File: src/rtl/fifo_sram_showahead_lvl.sv
// rtl/fifo_sram_showahead_lvl.sv - show-ahead FIFO on a 1R1W SRAM with level, almost flags, flush and sticky errors
//
// fifo_sram_showahead_lvl: first-word-fall-through FIFO. SRAM read latency is
// hidden by a bypass/prefetch output register.
//   clk_i, rst_ni                     clock, asynchronous active-low reset
//   flush_i                           synchronous clear of contents (beats push/pop)
//   wr_valid_i, wr_ready_o, wr_data_i write side handshake and data
//   rd_valid_o, rd_ready_i, rd_data_o read side handshake and head word
//   level_o                           occupancy 0..DEPTH
//   almost_full_o, almost_empty_o     level_o >= AF_LEVEL, level_o <= AE_LEVEL
//   overflow_o, underflow_o           sticky error flags, cleared by err_clr_i
//
// sram_dualport: one-write-one-read synchronous SRAM, registered read data
// that holds its value while ren is low.
//   clk_i, wen, waddr, wdata          write port
//   ren, raddr, rdata                 read port

module sram_dualport #(
    parameter int WIDTH = 8,
    parameter int DEPTH = 8,
    parameter int AW    = 3
) (
    input  logic             clk_i,
    input  logic             wen,
    input  logic [AW-1:0]    waddr,
    input  logic [WIDTH-1:0] wdata,
    input  logic             ren,
    input  logic [AW-1:0]    raddr,
    output logic [WIDTH-1:0] rdata
);
    logic [WIDTH-1:0] mem [DEPTH];

    always_ff @(posedge clk_i) begin
        if (wen) begin
            mem[waddr] <= wdata;
        end
        if (ren) begin
            rdata <= mem[raddr];
        end
    end
endmodule

module fifo_sram_showahead_lvl #(
    parameter int WIDTH    = 8,
    parameter int DEPTH    = 8,
    parameter int AF_LEVEL = DEPTH - 1,
    parameter int AE_LEVEL = 1
) (
    input  logic                       clk_i,
    input  logic                       rst_ni,
    input  logic                       flush_i,
    input  logic                       wr_valid_i,
    output logic                       wr_ready_o,
    input  logic [WIDTH-1:0]           wr_data_i,
    output logic                       rd_valid_o,
    input  logic                       rd_ready_i,
    output logic [WIDTH-1:0]           rd_data_o,
    output logic [$clog2(DEPTH+1)-1:0] level_o,
    output logic                       almost_full_o,
    output logic                       almost_empty_o,
    output logic                       overflow_o,
    output logic                       underflow_o,
    input  logic                       err_clr_i
);
    localparam int PW = $clog2(DEPTH);
    localparam int LW = $clog2(DEPTH + 1);

    logic [PW-1:0]    wr_ptr_q;
    logic [PW-1:0]    rd_ptr_q;
    logic [LW-1:0]    level_q;
    logic             byp_valid_q;
    logic [WIDTH-1:0] byp_data_q;
    logic             ovf_q;
    logic             unf_q;

    logic             full;
    logic             empty;
    logic             push;
    logic             pop;
    logic             bypass;
    logic             sram_wen;
    logic             sram_ren;
    logic [WIDTH-1:0] sram_rdata;

    // Explicit wrap so non-power-of-two depths never index past DEPTH-1.
    function automatic logic [PW-1:0] wrap_inc(input logic [PW-1:0] p);
        return (p == PW'(DEPTH - 1)) ? '0 : p + PW'(1);
    endfunction

    assign full   = (level_q == LW'(DEPTH));
    assign empty  = (level_q == '0);
    assign push   = wr_valid_i & ~full;
    assign pop    = rd_ready_i & ~empty;

    // The new word becomes the head directly when nothing else will be ahead
    // of it after this edge: FIFO empty, or the only word is leaving now.
    assign bypass = push & (empty | ((level_q == LW'(1)) & pop));

    // Every non-head word lives in SRAM at its slot; a pop with a second word
    // present prefetches that word (slot rd_ptr+1) into the SRAM read register.
    // wr_ptr = rd_ptr + level, so with level >= 2 the read slot never equals
    // the write slot.
    assign sram_wen = push & ~bypass & ~flush_i;
    assign sram_ren = pop & (level_q >= LW'(2)) & ~flush_i;

    sram_dualport #(
        .WIDTH (WIDTH),
        .DEPTH (DEPTH),
        .AW    (PW)
    ) u_sram (
        .clk_i (clk_i),
        .wen   (sram_wen),
        .waddr (wr_ptr_q),
        .wdata (wr_data_i),
        .ren   (sram_ren),
        .raddr (wrap_inc(rd_ptr_q)),
        .rdata (sram_rdata)
    );

    always_ff @(posedge clk_i or negedge rst_ni) begin
        if (!rst_ni) begin
            wr_ptr_q    <= '0;
            rd_ptr_q    <= '0;
            level_q     <= '0;
            byp_valid_q <= 1'b0;
            byp_data_q  <= '0;
        end else if (flush_i) begin
            wr_ptr_q    <= '0;
            rd_ptr_q    <= '0;
            level_q     <= '0;
            byp_valid_q <= 1'b0;
        end else begin
            // Pointers advance for bypassed words too, keeping slot order intact.
            if (push) begin
                wr_ptr_q <= wrap_inc(wr_ptr_q);
            end
            if (pop) begin
                rd_ptr_q <= wrap_inc(rd_ptr_q);
            end
            if (push && !pop) begin
                level_q <= level_q + LW'(1);
            end else if (pop && !push) begin
                level_q <= level_q - LW'(1);
            end
            if (bypass) begin
                byp_valid_q <= 1'b1;
                byp_data_q  <= wr_data_i;
            end else if (pop) begin
                byp_valid_q <= 1'b0;
            end
        end
    end

    // Set beats clear; flush leaves the error history alone.
    always_ff @(posedge clk_i or negedge rst_ni) begin
        if (!rst_ni) begin
            ovf_q <= 1'b0;
            unf_q <= 1'b0;
        end else begin
            ovf_q <= (wr_valid_i & full) | (ovf_q & ~err_clr_i);
            unf_q <= (rd_ready_i & empty) | (unf_q & ~err_clr_i);
        end
    end

    assign wr_ready_o     = ~full;
    assign rd_valid_o     = ~empty;
    assign rd_data_o      = byp_valid_q ? byp_data_q : sram_rdata;
    assign level_o        = level_q;
    assign almost_full_o  = (level_q >= LW'(AF_LEVEL));
    assign almost_empty_o = (level_q <= LW'(AE_LEVEL));
    assign overflow_o     = ovf_q;
    assign underflow_o    = unf_q;
endmodule

File: config.mk
export PLATFORM = sky130hd
export DESIGN_NAME = fifo_sram_showahead_lvl
export DESIGN_NICKNAME = d
export VERILOG_FILES = /design/src/rtl/fifo_sram_showahead_lvl.sv
export SDC_FILE = /design/constraint.sdc
export NUM_CORES = 1
export LEC_CHECK = 0
export BUFFER_PORTS_ARGS = -buffer_cell sky130_fd_sc_hd__buf_2
export CORE_UTILIZATION = 25
export DETAILED_ROUTE_END_ITERATION = 7
export HOLD_SLACK_MARGIN = 0.08
export SLEW_MARGIN = 10
export SYNTH_ARGS = -nofsm -noshare
export SYNTH_HDL_FRONTEND = slang
export SYNTH_HIERARCHICAL = 1
export SYNTH_SLANG_ARGS = --single-unit
File: constraint.sdc
create_clock -name clk_i -period 5.5 [get_ports clk_i]
set_clock_uncertainty 0.1 [all_clocks]
set_input_delay 1.1 -clock clk_i [delete_from_list [all_inputs] [get_ports clk_i]]
set_output_delay 1.1 -clock clk_i [all_outputs]
set_load 0.01 [all_outputs]
==> results_dict.tcl <==
set metrics [dict create \
    status "complete, no violations" \
    crit_arrival_ps 1800 \
    netlist_instances 230 \
    power_density_nw_per_um2 437 \
    syn-num-nets 253 \
    wire_per_inst_um 16.2 \
    critPathTopFamily "flip-flops" \
    gp_congestion 0.757 \
    slowest_delay_ps 460 \
    die_area_um2 16700 \
    synth_cell_type_count 43 \
    critPathSlowestCell "dfrtp_1" \
    place.detailed.hpwl_um 5350 \
    synthXorXnorAreaFrac 0.00558 \
    drt_iter0_markers 125 \
    layout-area-overhead-vs-synth_pct 16.2 \
    setup_viol 0 \
    critPathLaunchType "flip-flop" \
    crit_type "flip-flop to output port" \
    drv_slew 0 \
    max-slew-margin-rel 0.238 \
    ys_top_cells_by_area "edfxtp_1 (54%), dfrtp_1 (13%), mux4_1 (9.8%)" \
    hold_class "flip-flop to flip-flop" \
    drive_above_1_share 0.300 \
    period_needed_ps 3000 \
    grt_pass1_wl_um 12100 \
    synth_ff_type "edfxtp_1" \
    period_share 0.546 \
    yosysTopAreaCellShare 0.536 \
    cpMostUsedCell "inv_1" \
    nets 285 \
    grt_overflow 0 \
    clockBufferDepth 2 \
    synth_top_family_by_area "multiplexers" \
    worst_slew_pin_slew_ps 1130 \
    grt.total_usage 0.101 \
    fmax_ghz 0.333 \
    synth_edf_count 72 \
    finalSetupTns_ps 0 \
    grt_pass1_vias 2194 \
    cp.buffers_inverters 3 \
    die_x_um 129 \
    layout.cells.non_filler 483 \
    post_cts_buffers 0 \
    synthAdderAreaFrac 0.0279 \
    synthTopCellsByCount "edfxtp_1 (72), mux2_2 (25), dfrtp_1 (21), mux4_1 (15), nor2_1 (13)" \
    crit_path_max_fanout 6 \
    cp.required_ps 4300 \
    grt_max_degree 22 \
    synthMuxAreaShare 0.176 \
    initial_core_util 0.255 \
    vdd_drop_max_v 0.000171 \
    cp_cell_sequence "inv_1 > ha_1 > nor3b_2 > inv_1 > buf_2" \
    io_buffers 31 \
    core_area_um2 15800 \
    synth_compound_area_frac 0.0264 \
    syn-cell-area_um2 4040 \
    ctsResizeCount 0 \
    leakage_nw 1.71 \
    num_rows 46 \
    crit_path_end_kind "output port" \
    routed_wirelength_um 7830 \
    cts_tree "yes" \
    via_per_inst 4.35 \
    hold_buffers 0 \
    antenna_found_initial 0 \
    holdWs_ps 401 \
    io_pins 32 \
    syn_area_per_cell_um2 17.5 \
    dp.cells 467 \
    cap_violations 0 \
    diodes 0 \
    cts_buffers 9 \
    yosysTopAreaCell "edfxtp_1" \
    ys_warn_count 6 \
    rsz0062_at_grt "false" \
    clkLatencyLatePin_ps 330 \
    clock-sinks 93 \
    synth_async_sr_flop_share 0.226 \
    drc 0 \
    vias 2103 \
    fp.dieH_um 129 \
    firstDrtPassIters 4 \
    cts.clk_slew.worst_paths_ps 70 \
    htree_levels 3 \
    hold_viol 0 \
    cts_root_buffer "clkbuf_16" \
    antenna_left 0 \
    synth_simple_gate_area_share 0.0713 \
    ys_ff_latch 93 \
    synth.most_common_cell "edfxtp_1" \
    ys_seq_area_frac 0.666 \
]
-- kinds of logic (layout without fill, tap and decap cells) --
family	after synthesis	in the layout
XOR/XNOR	1	1
multiplexers	42	42
buffers and inverters	18	55
flip-flops	93	93
adder cells (fa/ha/maj)	9	9
AND/OR/NAND/NOR	50	50
AO/OA/AOI/OAI	17	17
-- per-stage QoR --
stage / utilization / setup WS [ps] / power [mW] / area (um2)
after floorplan: - / 2620 / 1.31 / 4040
after global placement: 0.277 / 2260 / 1.45 / 4390
after detailed placement: 0.277 / 2190 / 1.47 / 4390
after CTS: 0.296 / 2480 / 2.08 / 4690
after global routing: 0.296 / 2180 / 2.15 / 4690
final: 0.296 / 2500 / 2.05 / 4690
-- worst paths after layout --
| check | startpoint | endpoint | slack [ps] | cells after the start |
|---|---|---|---|---|
| worst max-delay path | level_o[0] | rd_valid_o | 2500 | 5 |
| worst min-delay path | byp_data_q[6] | byp_data_q[6] | 400 | 1 |
| worst max register to register | level_o[1] | u_sram/mem[0][1] | 2570 | 7 |
| worst min register to register | byp_data_q[6] | byp_data_q[6] | 400 | 1 |
| max in group asynchronous | rst_ni | rd_ptr_q[0] | 4270 | 1 |
| min in group asynchronous | rst_ni | level_o[3] | 650 | 1 |
-- state kept, by name (all words and copies together) (netlist names) --
register,count
u_sram/mem,64
u_sram/rdata,8
level_o,4
byp_data_q,8
underflow_o,1
rd_ptr_q,3
wr_ptr_q,3
byp_valid_q,1
overflow_o,1
-- power breakdown --
group / leakage [nW] / total (mW) / internal, mW / switching (mW)
registers: 0.917 / 0.913 / 0.846 / 0.0667
clock network: 0.145 / 0.606 / 0.357 / 0.249
logic: 0.643 / 0.530 / 0.266 / 0.264
-- worst reg2reg max path, delay by kind of cell, from the launching register on --
family | cells | cell delay, ps
buffers and inverters | 1 | 130
AOI/OAI and AO/OA | 1 | 170
DFF | 1 | 500
and+or+nand+nor | 4 | 1370
adders and majority gates | 1 | 280
-- layout make-up --
cell class,instances,area [um2]
Timing Repair Buffer,33,170
Multi-Input combinational cell,119,1240
Sequential cell,93,2690
Fill cell,1564,11100
Clock inverter,6,71.3
Clock buffer,10,229
Tap cell,216,270
Inverter,6,22.5
-- placed cells by master (no fill, tap or decap), types with 2 or more instances in the layout --
master / n
nand3_1: 2
clkbuf_16: 9
nand2_1: 12
dfrtp_1: 21
inv_1: 6
mux4_1: 15
buf_4: 2
a21oi_1: 7
mux2_2: 25
nand2b_1: 3
buf_2: 31
nor2_1: 13
a211oi_1: 3
nor3_1: 7
ha_1: 9
edfxtp_1: 72
-- layer usage --
layer / GRT usage / share of wire / vias up
met5: 0 / 0 / -
met4: 0.0415 / 0.015 / 0
met3: 0.0268 / 0.053 / 10
met2: 0.167 / 0.50 / 52
met1: 0.124 / 0.44 / 1072
li1: - / - / 969
Power figures use the tool's default switching activity.
